==> src/rtl/pc_unit.sv <==
`default_nettype none
// ============================================================================
// Module      : pc_unit
// Description : Fetch program counter with fixed-priority next-PC selection
//               (exception > stall > return > jump > branch > sequential).
//               Optional return-address stack, built when PC_RAS_EN is
//               defined; otherwise `ret` always uses ret_target.
// Revision    : 1.0 - initial release
// ============================================================================
module pc_unit #(
  parameter int               WIDTH     = 32,
  parameter logic [WIDTH-1:0] RESET_PC  = '0,
  parameter int               STEP      = 4,
  parameter int               RAS_DEPTH = 4
) (
  input  logic                         clk,
  input  logic                         rst_n,
  input  logic                         stall,
  input  logic                         branch_taken,
  input  logic [WIDTH-1:0]             branch_target,
  input  logic                         jump,
  input  logic [WIDTH-1:0]             jump_target,
  input  logic                         call,
  input  logic                         ret,
  input  logic [WIDTH-1:0]             ret_target,
  input  logic                         exc,
  input  logic [WIDTH-1:0]             exc_vector,
  output logic [WIDTH-1:0]             pc,
  output logic [WIDTH-1:0]             pc_plus,
  output logic [$clog2(RAS_DEPTH):0]   ras_count
);

  logic [WIDTH-1:0] r_pc;
  logic [WIDTH-1:0] w_next_pc;
  logic [WIDTH-1:0] w_ret_pc;

  // Wraps modulo 2^WIDTH with no overflow indication.
  assign pc_plus = r_pc + WIDTH'(STEP);
  assign pc      = r_pc;

`ifdef PC_RAS_EN
  localparam int c_PW = $clog2(RAS_DEPTH);

  logic [WIDTH-1:0] r_ras [RAS_DEPTH];
  logic [c_PW-1:0]  r_sp;      // next slot to write; top is r_sp-1
  logic [c_PW:0]    r_count;
  logic [c_PW-1:0]  w_top_idx;
  logic             w_push;
  logic             w_pop;
  logic             w_ras_hit;

  assign w_top_idx = r_sp - c_PW'(1);
  assign w_ras_hit = (r_count != '0);
  // Return beats call, and a stalled or excepting cycle moves nothing.
  assign w_push    = jump & call & ~ret & ~stall & ~exc;
  assign w_pop     = ret & ~stall & ~exc;
  // Top entry is read combinationally so a return costs no bubble.
  assign w_ret_pc  = w_ras_hit ? r_ras[w_top_idx] : ret_target;
  assign ras_count = r_count;

  // Stack pointer and occupancy; a full stack wraps and overwrites the oldest.
  always_ff @(posedge clk or negedge rst_n) begin
    if (!rst_n) begin
      r_sp    <= '0;
      r_count <= '0;
    end else if (exc) begin
      r_count <= '0;
    end else if (w_push) begin
      r_sp <= r_sp + c_PW'(1);
      if (r_count != (c_PW+1)'(RAS_DEPTH)) begin
        r_count <= r_count + (c_PW+1)'(1);
      end
    end else if (w_pop && w_ras_hit) begin
      r_sp    <= w_top_idx;
      r_count <= r_count - (c_PW+1)'(1);
    end
  end

  // Entry storage needs no reset: occupancy decides what is valid.
  always_ff @(posedge clk) begin
    if (w_push) begin
      r_ras[r_sp] <= pc_plus;
    end
  end
`else
  logic w_unused_call;

  assign w_unused_call = call;
  assign w_ret_pc      = ret_target;
  assign ras_count     = '0;
`endif

  // Fixed-priority next-PC selection; exception overrides stall.
  always_comb begin
    w_next_pc = pc_plus;
    if (exc) begin
      w_next_pc = exc_vector;
    end else if (stall) begin
      w_next_pc = r_pc;
    end else if (ret) begin
      w_next_pc = w_ret_pc;
    end else if (jump) begin
      w_next_pc = jump_target;
    end else if (branch_taken) begin
      w_next_pc = branch_target;
    end
  end

  // PC register with asynchronous reset to the boot address.
  always_ff @(posedge clk or negedge rst_n) begin
    if (!rst_n) begin
      r_pc <= RESET_PC;
    end else begin
      r_pc <= w_next_pc;
    end
  end

endmodule
`default_nettype wire

==> config.mk <==
export PLATFORM = sky130hd
export DESIGN_NAME = pc_unit
export DESIGN_NICKNAME = d
export VERILOG_FILES = /design/src/rtl/pc_unit.sv
export SDC_FILE = /design/constraint.sdc
export NUM_CORES = 1
export LEC_CHECK = 0
export BUFFER_PORTS_ARGS = -buffer_cell sky130_fd_sc_hd__buf_2
export CAP_MARGIN = 15
export CORE_MARGIN = 1
export CORE_UTILIZATION = 39
export DETAILED_ROUTE_END_ITERATION = 7
export GPL_TIMING_DRIVEN = 0
export PLACE_DENSITY = 0.79
export RECOVER_POWER = 50
export SLEW_MARGIN = 10
export SYNTH_ARGS = -nofsm -noshare
export SYNTH_HDL_FRONTEND = slang
export SYNTH_SLANG_ARGS = --single-unit
==> constraint.sdc <==
create_clock -name clk -period 1.7 [get_ports clk]
set_input_delay 0.255 -clock clk [delete_from_list [all_inputs] [get_ports clk]]
set_output_delay 0.255 -clock clk [all_outputs]
set_load 0.02 [all_outputs]
## Yosys cells after proc, flatten, opt, wreduce, memory -nomap -nowiden

Cells that the tools add are included.

- Output and inout bits: 67
- Register bits after elaboration: 32
- Input bits: 136
- Logic and storage cells: 8

- Add/sub/neg operators: 1
- Eq/ne operators: 1
- Multiplexer cells: 5

Operator list:

| operator | count |
|---|---|
| 32-bit two-way mux | 5 |
| 32-bit by 3-bit adder with 32-bit output, second input constant | 1 |
| 2-bit by 1-bit != test with 1-bit output, second input constant | 1 |

## Logic depth before layout (Yosys ltp)

Gate-level depths: netlist of run 1.

- Word-level depth: 6
- Mapped depth: 7
- Mapped depth without buffers: 6

## Worst setup path before layout of run 1

Ideal clock, no wire load.

- Kind: reg-to-output
- From: register r_pc[2] (netlist: pc[2])
- To: output pc_plus[24]
- Required time: 1445 ps
- Slack: -364 ps
- Data arrival time: 1809 ps
- Cell stages (with the launch flop): 7
- Buffers on the path: 0
- Path through: dfrtp_1 -> ha_1 -> nand3_1 -> nor4_4 -> and4_2 -> xnor2_1 -> inv_1

- Cells in the longest elaborated chain, start to end: 1

RTL lines:

| what | line | RTL |
|---|---|---|
| start, declared | 33 | `logic [WIDTH-1:0] r_pc;` |
| start signal, assigned | 114 | `r_pc <= w_next_pc;` |
| 32-bit by 3-bit adder with 32-bit output | 38 | `assign pc_plus = r_pc + WIDTH'(STEP);` |
| end, declared | 29 | `output logic [WIDTH-1:0] pc_plus,` |

No other way between the ends.

## Worst setup path after layout of run 1

- From: register r_pc[3] (netlist: pc[3])
- To: output pc_plus[31]

Same word-level chain as after synthesis.

==> flow_summary.toml, run 1 <==
[cts]
clock_sinks = 32
htreeDepth = 2
ctsRootBufferMaster = "clkbuf_8"
clk_latency_ns = 0.30
max-clock-path-buffers = 2
cts_tree = "yes"
cts_buffers = 5
clkTransAtPathRegs_ns = 0.08

[timing]
finalCritPeriodShare = 1.31
setup_violations = 42
timing.slew.headroom = 0.402
hold_viol = 0
slew_violations = 0
tightest_slew_ns = 0.897
fin_crit_ns = 2.22
post-route-worst-setup-slack_ns = -0.524
rsz0062_at_grt = "yes"
fmaxAchievable_mhz = 450
clock_skew_ns = 0.00765

[cells_and_area]
most-common-layout-cells = "buf_2, buf_4, a21oi_1"
layout-drive-gt1-share = 0.577
mostFrequentLayoutCell = "buf_2"
largest_reg_flops = 32
nFillCells = 574
seqCellArea_um2 = 832
multi_input_area_um2 = 2540
area.growth.synth_to_final_pct = 77.5
nNetsFinal = 788
utilization = 0.730

[yosys]
netlist_instances = 397
synth_edf_count = 0
synth-seq-area-share = 0.264
ys_types = 56
ys.flop_type = "dfrtp_1"
synth-seq-cells = 32
synth_area_per_cell_um2 = 7.64
synth_warnings = 0
async_flop_share = 1.00
synth_area_um2 = 3030

[global_routing]
antenna_found_initial = 1
grt_remaining_overflow = 0
grt_pass1_wl_um = 22400
grt_max_degree = 33
use_met1 = 0.443
grt_pass1_vias = 4324
use_met3 = 0.0694
grt_usage = 0.352
gr-usage-met2 = 0.581
gr-max-usage-layer = "met2"

[route]
viasPerCell = 6.00
drt-total-wl_um = 15300
drc_errors = 0
ant_nets = 0
drt_iter0_markers = 379
first_pass_iters = 5
routedWlPerCell_um = 20.3
num_vias = 4511

[placement]
globalplace.congestion = 0.895
port_buffers = 198
dp_hpwl_um = 10200

[critical_path]
criticalPathCategory = "flop to output port"
worst_ep_required_time_ns = 1.44
end_kind = "output port"
critPathArrivalTime_ns = 1.97
cp_max_fo = 6
startpoint_type = "flop"

[floorplan]
dieArea_um2 = 8130
rows = 31
dieWidth_um = 90.2
io_pins = 203
die_y_um = 90.2
core_um2 = 7370
start_util = 0.412

[run_status]
violations = "setup timing"
outcome = "complete, but fails checks"

[pwr]
leakage_nw = 2.52
fin_total_pwr_mw = 3.32
ir_drop_mv = 0.352
seqPwrFrac = 0.299
comb_power_share = 0.471
p_sw_frac = 0.401
p_per_area_nw_per_um2 = 616
p_sw_mw = 1.33
power_frac_clock = 0.230
cell_internal_pwr_mw = 1.99

[flow_run]
cap_violations = 0

[min_path]
hold_class = "input port to async pin"
-- power groups by stage --
stage                     registers [mW]  logic (mW)  clock network, mW
after floorplan                     1.09       0.609                  0
after global placement              1.01        1.17                  0
after detailed placement            1.01        1.19                  0
after CTS                          0.977        1.39              0.756
after global routing                1.00        1.65              0.779
final                              0.991        1.56              0.765
-- cell usage after synthesis (2+ instances only) --
master	instances	area share
inv_1	16	0.020
o221ai_1	10	0.029
nor2_1	32	0.040
a22oi_1	3	0.0074
nand3_1	16	0.026
xnor2_2	2	0.011
nor3_1	15	0.025
xor2_1	13	0.038
o221ai_2	2	0.0099
nand2b_1	15	0.031
mux2i_1	3	0.0099
o21a_1	3	0.0074
o211ai_1	2	0.0049
nand3b_1	2	0.0049
and4_1	2	0.0058
buf_1	6	0.0074
buf_2	8	0.013
nand2_1	39	0.048
xnor2_1	12	0.035
a32o_1	6	0.020
nand4_1	5	0.010
clkbuf_1	15	0.019
a21oi_1	41	0.068
buf_4	5	0.012
a222oi_1	2	0.0066
dfrtp_1	32	0.26
nor2b_1	4	0.0082
and3_1	9	0.019
a221oi_1	14	0.040
o21ai_0	26	0.043
and2_1	2	0.0041
a221o_1	11	0.036
-- through the flow --
| step | std cells | TNS [ns] | cell area [µm²] | hold slack (ns) | setup slack [ns] |
|---|---|---|---|---|---|
| after floorplan | 399 | -2.36 | 3190 | -0.0406 | -0.216 |
| after CTS | 736 | -7.73 | 4940 | 0.0592 | -0.416 |
| final | 752 | -11.87 | 5380 | 0.0720 | -0.524 |
| after detailed placement | 696 | -17.90 | 4310 | 0.374 | -0.587 |
| after global placement | 696 | -16.10 | 4310 | 0.377 | -0.521 |
| after global routing | 752 | -13.54 | 5380 | 0.129 | -0.524 |
-- layout make-up --
type / instances / area share
timing repair buffer: 248 / 0.287
multi-input combinational: 316 / 0.471
clock inverter: 2 / 0.00651
buffer: 32 / 0.0323
tap: 99 / 0.0230
inverter: 16 / 0.0112
antenna: 1 / 0.000465
sequential: 32 / 0.155
clock buffer: 6 / 0.0135
-- critical path, stage by stage, from the launching register on --
cell     delay (ns)
dfrtp_2        0.41
buf_6          0.11
nand4_4        0.12
nor3_4         0.25
buf_6          0.18
nand4_1        0.17
xnor2_2        0.24
buf_4          0.18
-- cells by family (layout without fill, tap and decap cells) --
kind of cell	after synthesis	in the layout	synth area share
and+or+nand+nor	151	151	0.261
AOI/OAI and AO/OA	130	130	0.299
buffers and inverters	51	304	0.0730
DFF	32	32	0.264
xor gates and xnor gates	28	28	0.0883
muxes	3	3	0.00990
adders and majority gates	1	1	0.00412
other	1	4	0.00124
-- timing repair --
| action | in CTS | in global routing |
|---|---|---|
| setup endpoints to repair | 51 | 55 |
| pin swaps | 20 | 30 |
| buffers inserted | 33 | 18 |
| resized for setup | 67 | 80 |
| hold buffers | 0 | 0 |
-- layer usage --
layer / vias up / part of all wire
met3: 54 / 0.11
met5: - / 0
met1: 2113 / 0.37
met4: 0 / 0.037
li1: 1966 / -
met2: 378 / 0.48
-- final timing paths --
path	from	end	slack, ns	depth (start not counted)
max	pc[3]	pc_plus[31]	-0.52	7
min	rst_n	pc[17]	0.07	1
max reg2reg	pc[3]	pc[31]	-0.22	8
min reg2reg	pc[1]	pc[1]	0.58	2
max in group asynchronous	rst_n	pc[6]	1.01	1
min in group clk	exc_vector[3]	pc[3]	0.16	3
Power figures use the tool's default switching activity.
==> inputs of run 2 (changes only) <==
Settings changed: CORE_UTILIZATION 39 to 35, PLACE_DENSITY 0.79 to 0.72, SLEW_MARGIN 10 to not set.
==> run 2 against run 1 <==
  * The run still ends with setup timing left
  * Count of clock-buffer cells in the layout rose by 2
  * Routed wire length is 1.4% lower
  * Die area rose by 11%
  * Clock skew fell by 0.0014 ns
  * Highest routed layer unchanged
  * Non-clock buffer count is 10 higher
  * First-iteration DRC count down 7.4%
  * Setup slack gained 0.047 ns
  * Via count decreased by 1.7%
  * Critical path type unchanged
  * Maximum frequency is 2.1% higher
  * Critical path depth unchanged
==> flow_summary.toml, run 2 (synthesized netlist as in run 1, its figures left out) <==
[timing]
timing.slew.headroom = 0.423
setup_violations = 37
fin_crit_ns = 2.18
slew_violations = 0
fmaxAchievable_mhz = 459
clock_skew_ns = 0.00627
finalCritPeriodShare = 1.28
post-route-worst-setup-slack_ns = -0.478
tightest_slew_ns = 0.866
rsz0062_at_grt = "yes"
hold_viol = 0

[cells_and_area]
utilization = 0.646
most-common-layout-cells = "buf_2, buf_4, a21oi_1"
largest_reg_flops = 32
antennaDiodeCount = 0
mostFrequentLayoutCell = "buf_2"
layout-drive-gt1-share = 0.573
area.growth.synth_to_final_pct = 76.8
nNetsFinal = 798

[placement]
dp_hpwl_um = 10400
port_buffers = 198
globalplace.congestion = 0.878
pre_cts_slack_ns = -0.695

[floorplan]
die_y_um = 95.1
start_util = 0.365
dieArea_um2 = 9040
dieWidth_um = 95.1
io_pins = 203
rows = 33
core_um2 = 8300

[cts]
clkTransAtPathRegs_ns = 0.07
clock_sinks = 32
max-clock-path-buffers = 2
clk_latency_ns = 0.30
hold_buffers = 0
ctsRootBufferMaster = "clkbuf_8"
cts_buffers = 5
htreeDepth = 2
cts_tree = "yes"

[critical_path]
crit_slowest_cell = "dfrtp_2"
end_kind = "output port"
cp_max_fo = 4
startpoint_type = "flop"
criticalPathCategory = "flop to output port"
worstPathCellList = "nand4_4 > nor4_4 > buf_4 > and4_4 > xnor2_4 > inv_2 > buf_6"
worst_ep_required_time_ns = 1.44
critPathMaxStageDelay_ns = 0.40
r2r_cells = 10
critPathArrivalTime_ns = 1.92

[route]
first_pass_iters = 5
drt_iter0_markers = 351
drc_errors = 0
drt-total-wl_um = 15000
routedWlPerCell_um = 19.6
viasPerCell = 5.78
ant_nets = 0
num_vias = 4433

[global_routing]
grt_max_degree = 33
grt_usage = 0.325
grt_remaining_overflow = 0
grt_pass1_vias = 4217
antenna_found_initial = 0
grt_pass1_wl_um = 21900

[min_path]
hold_class = "input port to async pin"

[flow_run]
cap_violations = 0

[pwr]
comb_power_share = 0.494
p_sw_frac = 0.410
p_sw_mw = 1.32
leakage_nw = 2.55
p_per_area_nw_per_um2 = 600
seqPwrFrac = 0.303
ir_drop_mv = 0.334
cell_internal_pwr_mw = 1.90
power_frac_clock = 0.203

[run_status]
outcome = "complete, but fails checks"
violations = "setup timing"
[run 2: cell types whose count changed in the layout (fill, tap and decap cells not counted), sizes merged]
cell    before  now
clkinv       1    0
buf        260  264
bufinv       1    0
diode        1    0
clkbuf      26   34
[run 2: worst max-delay path: cells and delay by family, from the launching register on]
kind                      cells  cell delay (ns)
buffers and inverters         3             0.36
xor gates and xnor gates      1             0.13
and+or+nand+nor               3             0.73
DFF                           1             0.40
[run 2: final timing paths]
path                          startpoint  slack (ns)     endpoint
hold / removal                     rst_n        0.05       pc[22]
max in group asynchronous          rst_n        1.03       pc[26]
hold reg to reg                    pc[1]        0.57        pc[1]
min in group clk           exc_vector[5]        0.17        pc[5]
setup / recovery                   pc[6]       -0.48  pc_plus[24]
setup reg to reg                   pc[6]       -0.30       pc[14]
[run 2: power by group through the flow]
stage,registers (mW),clock network [mW],logic [mW]
6_report,0.974,0.653,1.59
2_1_floorplan,1.09,0,0.609
3_5_place_dp,1.02,0,1.20
3_3_place_gp,1.01,0,1.18
5_1_grt,0.986,0.675,1.69
4_1_cts,0.963,0.642,1.45
[run 2: stage by stage]
step / hold WS, ns / total power, mW / area, µm² / instances / setup TNS [ns]
2_1_floorplan: -0.0406 / 1.70 / 3190 / 399 / -2.36
3_3_place_gp: 0.368 / 2.19 / 4310 / 702 / -19.00
3_5_place_dp: 0.378 / 2.21 / 4310 / 702 / -20.71
4_1_cts: 0.0669 / 3.06 / 5050 / 754 / -7.99
5_1_grt: 0.128 / 3.35 / 5360 / 767 / -12.21
6_report: 0.0549 / 3.22 / 5360 / 767 / -9.60
[run 2: metal layers]
layer  global-route usage  wire length [µm]  part of all wire
met5                    0                 0                 0
met4               0.0997               330             0.022
met3               0.0622              1470             0.098
met2                0.561              7470              0.50
met1                0.407              5760              0.38
[run 2: final cells by class]
cell class                      instances  area [µm²]
Buffer                                 35         191
Clock buffer                            8        90.1
Fill cell                             718        2940
Inverter                               16        62.6
Multi-Input combinational cell        316        2500
Sequential cell                        32         827
Tap cell                              105         131
Timing Repair Buffer                  255        1560
[run 2: timing repair]
action,4_1_cts,5_1_grt
endpoints found under the setup margin,56,55
setup buffers,44,16
resized for setup,71,68
pin swaps,20,19
